File: config.mk
export PLATFORM = sky130hd
export DESIGN_NAME = apb4_slave_mem_flat
export DESIGN_NICKNAME = d
export VERILOG_FILES = /design/src/rtl/apb4_slave_mem_if.sv /design/src/rtl/apb4_slave_mem.sv /design/src/flat_wrapper.sv
export SDC_FILE = /design/constraint.sdc
export NUM_CORES = 2
export LEC_CHECK = 0
export BUFFER_PORTS_ARGS = -buffer_cell sky130_fd_sc_hd__buf_2
export CAP_MARGIN = 20
export CORE_MARGIN = 3
export CORE_UTILIZATION = 35
export DETAILED_ROUTE_END_ITERATION = 6
export PLACE_DENSITY = 0.55
export SKIP_LAST_GASP = 1
export SYNTH_ARGS = -nofsm -noshare
export SYNTH_HDL_FRONTEND = slang
export SYNTH_SLANG_ARGS = --single-unit
File: constraint.sdc
create_clock -name PCLK -period 3.05 [get_ports PCLK]
set_input_delay 0.1525 -clock PCLK [delete_from_list [all_inputs] [get_ports PCLK]]
set_output_delay 0.1525 -clock PCLK [all_outputs]
set_load 0.005 [all_outputs]
File: src/rtl/apb4_slave_mem_if.sv
// ============================================================================
// Module   : apb4_slave_mem_if
// Brief    : APB4 bus bundle with requester (master) and completer (slave) views
// Revision : 1.0
// ============================================================================
`default_nettype none

interface apb4_slave_mem_if #(
  parameter int DATA_WIDTH = 32,
  parameter int ADDR_WIDTH = 32
);
  localparam int STRB_WIDTH = DATA_WIDTH / 8;

  logic                  PSEL;
  logic                  PENABLE;
  logic                  PWRITE;
  logic [ADDR_WIDTH-1:0] PADDR;
  logic [DATA_WIDTH-1:0] PWDATA;
  logic [STRB_WIDTH-1:0] PSTRB;
  logic                  PREADY;
  logic [DATA_WIDTH-1:0] PRDATA;
  logic                  PSLVERR;

  modport master (
    output PSEL, PENABLE, PWRITE, PADDR, PWDATA, PSTRB,
    input  PREADY, PRDATA, PSLVERR
  );

  modport slave (
    input  PSEL, PENABLE, PWRITE, PADDR, PWDATA, PSTRB,
    output PREADY, PRDATA, PSLVERR
  );
endinterface

`default_nettype wire

File: src/rtl/apb4_slave_mem.sv
// ============================================================================
// Module   : apb4_slave_mem
// Brief    : APB4 completer backed by a byte-strobed word memory with wait states
// Revision : 1.0
// ============================================================================
`default_nettype none

module apb4_slave_mem #(
  parameter int DATA_WIDTH  = 32,
  parameter int ADDR_WIDTH  = 32,
  parameter int MEM_DEPTH   = 64,
  parameter int WAIT_STATES = 1
) (
  input  logic                PCLK,
  input  logic                PRESETn,
  apb4_slave_mem_if.slave     bus
);
  localparam int STRB_WIDTH = DATA_WIDTH / 8;
  localparam int ADDR_LSB   = $clog2(STRB_WIDTH);
  localparam int IDX_W      = $clog2(MEM_DEPTH);

  localparam logic [ADDR_WIDTH:0] c_MEM_BYTES = (ADDR_WIDTH+1)'(MEM_DEPTH * STRB_WIDTH);
  localparam logic [3:0]          c_WAIT      = 4'(WAIT_STATES);

  typedef enum logic [0:0] {
    IDLE   = 1'b0,
    ACCESS = 1'b1
  } state_t;

  state_t           state_q, state_d;
  logic [3:0]       cnt_q, cnt_d;
  logic [IDX_W-1:0] idx_q, idx_d;
  logic             write_q, write_d;
  logic             err_q, err_d;
  logic             misalign;
  logic             addr_err;
  logic             xfer_done;
  logic             ready;

  logic [DATA_WIDTH-1:0] mem_q [MEM_DEPTH];

  // Byte-wide buses have no sub-word address bits to check.
  generate
    if (ADDR_LSB > 0) begin : g_align
      assign misalign = |bus.PADDR[ADDR_LSB-1:0];
    end else begin : g_no_align
      assign misalign = 1'b0;
    end
  endgenerate

  assign addr_err = ({1'b0, bus.PADDR} >= c_MEM_BYTES) || misalign;

  always_comb begin
    state_d   = state_q;
    cnt_d     = cnt_q;
    idx_d     = idx_q;
    write_d   = write_q;
    err_d     = err_q;
    xfer_done = 1'b0;
    case (state_q)
      IDLE: begin
        if (bus.PSEL && !bus.PENABLE) begin
          state_d = ACCESS;
          cnt_d   = c_WAIT;
          idx_d   = bus.PADDR[ADDR_LSB +: IDX_W];
          write_d = bus.PWRITE;
          err_d   = addr_err;
        end
      end
      ACCESS: begin
        if (!bus.PSEL) begin
          state_d = IDLE;
        end else if (cnt_q == 4'd0) begin
          xfer_done = 1'b1;
          state_d   = IDLE;
        end else if (bus.PENABLE) begin
          cnt_d = cnt_q - 4'd1;
        end
      end
      default: state_d = IDLE;
    endcase
  end

  always_ff @(posedge PCLK or negedge PRESETn) begin
    if (!PRESETn) begin
      state_q <= IDLE;
      cnt_q   <= 4'd0;
      idx_q   <= '0;
      write_q <= 1'b0;
      err_q   <= 1'b0;
    end else begin
      state_q <= state_d;
      cnt_q   <= cnt_d;
      idx_q   <= idx_d;
      write_q <= write_d;
      err_q   <= err_d;
    end
  end

  // Write data and strobes are taken at the completing edge, not at SETUP.
  always_ff @(posedge PCLK or negedge PRESETn) begin
    if (!PRESETn) begin
      for (int i = 0; i < MEM_DEPTH; i++) begin
        mem_q[i] <= '0;
      end
    end else if (xfer_done && write_q && !err_q) begin
      for (int b = 0; b < STRB_WIDTH; b++) begin
        if (bus.PSTRB[b]) begin
          mem_q[idx_q][b*8 +: 8] <= bus.PWDATA[b*8 +: 8];
        end
      end
    end
  end

  assign ready       = (state_q == ACCESS) && (cnt_q == 4'd0);
  assign bus.PREADY  = ready;
  assign bus.PSLVERR = ready && err_q;
  assign bus.PRDATA  = (ready && !write_q && !err_q) ? mem_q[idx_q] : '0;
endmodule

`default_nettype wire

File: src/flat_wrapper.sv
// flat-port wrapper written by rule: the top's interface ports become plain ports
module apb4_slave_mem_flat 
#(
  parameter int DATA_WIDTH  = 32,
  parameter int ADDR_WIDTH  = 32,
  parameter int MEM_DEPTH   = 64,
  parameter int WAIT_STATES = 1
)
  (PCLK, PRESETn, bus_PSEL, bus_PENABLE, bus_PWRITE, bus_PADDR, bus_PWDATA, bus_PSTRB, bus_PREADY, bus_PRDATA, bus_PSLVERR);
  apb4_slave_mem_if #(.DATA_WIDTH(DATA_WIDTH), .ADDR_WIDTH(ADDR_WIDTH)) bus_i ();
  input  logic PCLK;
  input  logic PRESETn;
  input wire logic [$bits(bus_i.PSEL)-1:0] bus_PSEL;
  input wire logic [$bits(bus_i.PENABLE)-1:0] bus_PENABLE;
  input wire logic [$bits(bus_i.PWRITE)-1:0] bus_PWRITE;
  input wire logic [$bits(bus_i.PADDR)-1:0] bus_PADDR;
  input wire logic [$bits(bus_i.PWDATA)-1:0] bus_PWDATA;
  input wire logic [$bits(bus_i.PSTRB)-1:0] bus_PSTRB;
  output wire logic [$bits(bus_i.PREADY)-1:0] bus_PREADY;
  output wire logic [$bits(bus_i.PRDATA)-1:0] bus_PRDATA;
  output wire logic [$bits(bus_i.PSLVERR)-1:0] bus_PSLVERR;
  assign bus_i.PSEL = bus_PSEL;
  assign bus_i.PENABLE = bus_PENABLE;
  assign bus_i.PWRITE = bus_PWRITE;
  assign bus_i.PADDR = bus_PADDR;
  assign bus_i.PWDATA = bus_PWDATA;
  assign bus_i.PSTRB = bus_PSTRB;
  assign bus_PREADY = bus_i.PREADY;
  assign bus_PRDATA = bus_i.PRDATA;
  assign bus_PSLVERR = bus_i.PSLVERR;
  apb4_slave_mem #(.DATA_WIDTH(DATA_WIDTH), .ADDR_WIDTH(ADDR_WIDTH), .MEM_DEPTH(MEM_DEPTH), .WAIT_STATES(WAIT_STATES)) u_core (.PCLK(PCLK), .PRESETn(PRESETn), .bus(bus_i));
endmodule
; Word-level counts from Yosys, hierarchy flattened
; Cells that the tools add are included.
[totals]
reg_bits = 2061
in_bits = 73
ram_bits = 0
memories = 0
out_inout_bits = 34
latch_bits = 0
mem_bits_ro = 0
elab_cells = 130
[op_classes]
mux = 35
n_bitwise = 2
magnitude_cmp = 3
n_reduce_logical = 16
n_addsub = 1
shifts = 0
div = 0
eq_ne = 4
multipliers = 0
[op_table]
columns = cell, count
row1 = 2-to-1 mux 2048 bit, 7
row2 = bitwise mux 2048 bit, 4
row3 = demux 32 bit (select 6 bit), 4
row4 = binary-select mux 32 bit (select 6 bit), 1
row5 = 2-to-1 mux 32 bit, 4
row6 = "greater-or-equal comparator 32 x 9 -> 1 bit, second input constant", 1
row7 = 2-to-1 mux 24 bit, 1
row8 = 2-to-1 mux 16 bit, 1
row9 = 2-to-1 mux 4 bit, 4
row10 = logical AND 1 bit, 8
row11 = 2-to-1 mux 8 bit, 1
row12 = case mux 4 bit (2 select lines), 1
row13 = "greater-or-equal comparator 7 bit, second input constant", 1
row14 = "< comparator 7 x 1 -> 1 bit, second input constant", 1
row15 = inverter 6 -> 7 bit, 1
row16 = 2-to-1 mux 1 bit, 6
row17 = "!= test 2 bit, second input constant", 3
row18 = logical NOT 4 bit, 1
row19 = AND reduction 4 bit, 1
row20 = "subtractor 4 x 1 -> 4 bit, second input constant", 1
row21 = logical NOT 1 bit, 3
row22 = "!= test 2 x 1 -> 1 bit, second input constant", 1
row23 = case mux 1 bit (2 select lines), 1
row24 = AND reduction 2 bit, 1
row25 = 3 further kinds, 3

; Depth between registers and ports, before layout
[depth]
word_depth = 16
depth_mapped = 11
mapped_depth_nobuf = 8

; Least setup slack after synthesis
; No wires, ideal clock.
[synth_timing]
kind = reg2reg
from = reg u_core.cnt_q[0]
to = reg u_core.mem_q[1376] (netlist bit)
synth_period_minus_slack_ns = 2.207
t_required_ns = 2.925
stages_incl_launch_ff = 9
t_arrival_ns = 2.083
path_buffers = 1
setup_time_ns = 0.125
setup_slack_ns = 0.843
path_cell_list = dfrtp_1 -> inv_1 -> ha_1 -> nand4bb_1 -> nor3_2 -> nand2_1 -> buf_2 -> nor2_2 -> mux2_2
[synth_between]
elab_chain_len = 6
[synth_lines]
columns = item, line
row1 = from (decl), apb4_slave_mem.sv:31  ; logic [3:0] cnt_q, cnt_d;
row2 = from (signal assigned), apb4_slave_mem.sv:93  ; cnt_q <= cnt_d;
row3 = logical NOT 4 bit, apb4_slave_mem.sv:73  ; end else if (cnt_q == 4'd0) begin
row4 = 2-to-1 mux 1 bit, apb4_slave_mem.sv:73
row5 = 2-to-1 mux 1 bit, apb4_slave_mem.sv:71  ; if (!bus.PSEL) begin
row6 = 2-to-1 mux 1 bit, apb4_slave_mem.sv:60  ; case (state_q)
row7 = logical AND 1 bit (2 in series), apb4_slave_mem.sv:106  ; end else if (xfer_done && write_q && !err_q) begin
row8 = "to (signal, indexed assignment)", apb4_slave_mem.sv:109  ; mem_q[idx_q][b*8 +: 8] <= bus.PWDATA[b*8 +: 8];
row9 = to (decl), apb4_slave_mem.sv:40  ; logic [DATA_WIDTH-1:0] mem_q [MEM_DEPTH];
; Every way passes these cells.
; A chain may end at the register's enable or synchronous reset.

; Final worst setup path
[layout_timing]
from = reg u_core.idx_q[0]
to = out bus_PRDATA[4]
[layout_between]
elab_chain_len = 5
[layout_lines]
columns = item, line
row1 = from (decl), apb4_slave_mem.sv:32  ; logic [IDX_W-1:0] idx_q, idx_d;
row2 = from (signal assigned), apb4_slave_mem.sv:94  ; idx_q <= idx_d;
row3 = inverter 6 -> 7 bit (not written as such), apb4_slave_mem.sv:118  ; assign bus.PRDATA = (ready && !write_q && !err_q) ? mem_q[idx_q] : '0;
row4 = binary-select mux 32 bit (select 6 bit), apb4_slave_mem.sv:118
row5 = 2-to-1 mux 32 bit (not written as such) (2 in series), apb4_slave_mem.sv:118
row6 = 2-to-1 mux 32 bit, apb4_slave_mem.sv:118
row7 = to (decl), flat_wrapper.sv:20  ; output wire logic [$bits(bus_i.PRDATA)-1:0] bus_PRDATA;
; Every way passes these cells. The select of a mux whose other input is x is not followed.

==> flow_summary.json <==
{
  "outcome": "finished with violations",
  "violations": "DRC, setup timing",
  "grt_usage_pct": 25.7,
  "cp-startpoint": "u_core.idx_q[0]$_DFFE_PN0P_",
  "grt_pass1_vias": 68200,
  "drv_slew": 0,
  "grt_pass1_wl_um": 512000,
  "start_util_pct": 35.2,
  "finalSetupViolCount": 75,
  "synth_simple_gate_area_share_pct": 3.87,
  "reg2reg_setup_slack_ns": -0.06,
  "reg2reg_to": "u_core.mem_q[1049]$_DFFE_PN0P_",
  "cts_sinks": 2061,
  "min_period_over_period_pct": 130,
  "die-area_mm2": 0.274,
  "postRouteAntennaNets": 0,
  "hold_path_depth": 2,
  "grt_max_degree": 144,
  "cap_violations": 0,
  "vias": 67700,
  "yosys_register_bits": 2061,
  "nNetsFinal": 7726,
  "via_per_inst": 5.94,
  "cts_htree_levels": 4,
  "antenna_found_initial": 27,
  "max_freq_mhz": 253,
  "synth_fa_ha_area_share_pct": 0.0134,
  "gp_congestion": 0.942,
  "cts_tree": "built",
  "placed_area_mm2": 0.104,
  "die_y_um": 523,
  "dp.cells": 10800,
  "yosysUniqueCellTypes": 69,
  "synth_ff_type": "dfrtp_1",
  "min_period_ns": 3.95,
  "cts-root-buf": "clkbuf_16",
  "slew_headroom_pct": 15.1,
  "final_cells": 11400,
  "skew_ns": 0.0515,
  "layout_setup_ws_ns": -0.903,
  "clkTransAtPathRegs_ns": 0.07,
  "total_power_uw": 68700,
  "worstMarginPinSlew_ns": 1.26,
  "seq_area_frac_synth_pct": 55.1,
  "hp-class": "in -> reg",
  "synthMuxAreaShare_pct": 28.1,
  "yosys.area_share.xor_xnor_pct": 0.0187,
  "core_mm2": 0.266,
  "clk_path_buf_depth": 3,
  "synthCells": 7000,
  "peakVddDrop_mv": 0.771,
  "cp.arrival_ns": 3.80,
  "synth_compound_area_share_pct": 10.2,
  "yosys_warnings": 0,
  "dr.pass1.iters": 7,
  "dp_hpwl_um": 242000,
  "rsz0062_at_grt": "true",
  "synth.net_count": 7074,
  "numCtsBuffers": 219,
  "power_density_mw_per_mm2": 586,
  "numPortBuffers": 106,
  "wl_um": 365000,
  "overflow": 0,
  "cp.required_ns": 2.90,
  "synth_edf_count": 0,
  "synth_area_per_cell_um2": 13.4,
  "finalHoldViolCount": 0,
  "critical_path.endpoint_type": "output port",
  "p_leak_uw": 0.0555,
  "io_pins": 107,
  "row_count": 189,
  "critPathMaxFanout": 6,
  "worst_setup_path_start_kind": "register",
  "async_reset_ff_share_pct": 100,
  "r2r-start": "u_core.idx_q[1]$_DFFE_PN0P_",
  "die_w_um": 523,
  "syn_area_mm2": 0.0936,
  "min_to": "u_core.mem_q[1274]$_DFFE_PN0P_",
  "stdcell_area_mm2": 0.117,
  "drive_gt1_share_pct": 51.1,
  "drtIter0Drc": 6985,
  "wl_per_cell_um": 32.1,
  "drc_errors": 3,
  "critPathKind": "reg -> out",
  "synth_top_family_by_area": "multiplexers",
  "hold_start": "bus_PWDATA[26]",
  "r2r_cells": 10,
  "worstSkewPairLatency_ns": 0.89,
  "area_growth_pct": 25.2
}
==> worst max path at each step <==
stage,endpoint,slack [ns]
finish,bus_PRDATA[4],-0.90
detailed placement,bus_PRDATA[7],-0.93
global route,bus_PRDATA[4],-0.99
CTS,bus_PRDATA[6],-0.92
global placement,bus_PRDATA[6],-0.81
floorplan,u_core.mem_q[1376]$_DFFE_PN0P_,0.84
==> synth_stat cells, types with 21 or more instances <==
cell type     n  area, µm²
clkbuf_1    360       1350
nor3_1       55        275
mux4_2       55       1240
mux2i_1     145       1450
buf_4        25        188
nor4_1       23        144
o21ai_0     108        541
a22o_1       53        464
dfrtp_1    2061      51600
o2bb2ai_1    45        394
a221oi_1    354       3100
nand2_2      58        363
o22ai_1      88        551
nor2_2       33        206
a21oi_1     145        726
a222oi_1     25        250
nand2_1     270       1010
buf_2       133        666
mux2_2     2079      23400
buf_1        81        304
a31oi_1      21        131
a22oi_1     286       2150
nor2_1      201        754
==> layer usage <==
layer  vias up  GRT usage (%)  wire length (µm)
li1      27800              -                 -
met1     36200           34.6            153000
met2      2992           39.5            164000
met3       676           5.76             29700
met4        10           12.2             18900
met5         -          0.225               109
==> where the power goes <==
group	switching, µW	leakage (µW)	total (µW)	internal (µW)
sequential	65.9	0.0288	27500	27400
clock	11600	0.00364	27500	15900
combinational	8920	0.0230	13700	4750
total	20600	0.0555	68700	48100
==> cells in the final DEF, fill, tap and decap left out, types with 55 or more instances in the layout <==
cell and n:
nand2_1 249, o21ai_0 79, mux2_2 2078, a22oi_1 240, a221oi_2 67, clkbuf_8 56
buf_4 583, nand2_2 77, dfrtp_1 2056, o22ai_1 74, clkbuf_16 238, a221oi_1 263
nor2_1 184, buf_6 66, clkbuf_1 60, mux4_2 55, a21oi_1 106, buf_2 95
mux2i_1 139, buf_12 180
==> through the flow <==
| step | worst slack [ns] | setup TNS [ns] | utilization, % | hold slack [ns] |
|---|---|---|---|---|
| 6_report | -0.903 | -26.37 | 44.1 | 0.0658 |
| 2_1_floorplan | 0.843 | 0 | - | -0.143 |
| 5_1_grt | -0.988 | -28.00 | 44.1 | 0.0494 |
| 4_1_cts | -0.920 | -26.86 | 43.2 | 0.0104 |
| 3_5_place_dp | -0.934 | -23.19 | 39.0 | 0.148 |
| 3_3_place_gp | -0.812 | -16.70 | 39.0 | 0.148 |
==> area by class of cell <==
class	instances	area, µm²
Fill cell	23900	149000
Sequential cell	2061	51600
Multi-Input combinational cell	4329	42300
Timing Repair Buffer	1033	11300
Clock buffer	336	6500
Tap cell	3533	4420
Clock inverter	63	972
Antenna cell	34	85.1
Inverter	8	48.8
==> worst max-delay path: stages (launching register included) <==
cell	delay [ns]
dfrtp_4	0.48
buf_8	0.14
and2_4	0.22
buf_12	0.16
buf_12	0.16
buf_12	0.13
buf_4	0.14
a221oi_1	0.08
nor4_1	0.33
buf_4	0.19
nand2_1	0.05
and4_4	0.20
a31oi_4	0.27
buf_6	0.21
buf_6	0.11
==> logic make-up after synthesis <==
| family | count (synthesis) |
|---|---|
| buffers and inverters | 610 |
| adders and majority gates | 1 |
| xor gates and xnor gates | 2 |
| muxes | 2296 |
| AOI/OAI and AO/OA | 1269 |
| and+or+nand+nor | 761 |
| DFF | 2061 |
==> sequential cells by signal, indices dropped and copies added (netlist names) <==
name	cells
u_core.state_q	1
u_core.cnt_q	4
u_core.write_q	1
u_core.idx_q	6
u_core.mem_q	2048
u_core.err_q	1
==> timing repair <==
item,CTS,global route
setup buffers,77,69
endpoints found under the hold margin,1890,0
cloned,24,19
hold buffers,41,0
setup endpoints to repair,156,166
gates resized for setup,404,281
pin swaps,125,155
Note: power is estimated with default switching activity, not from simulation.
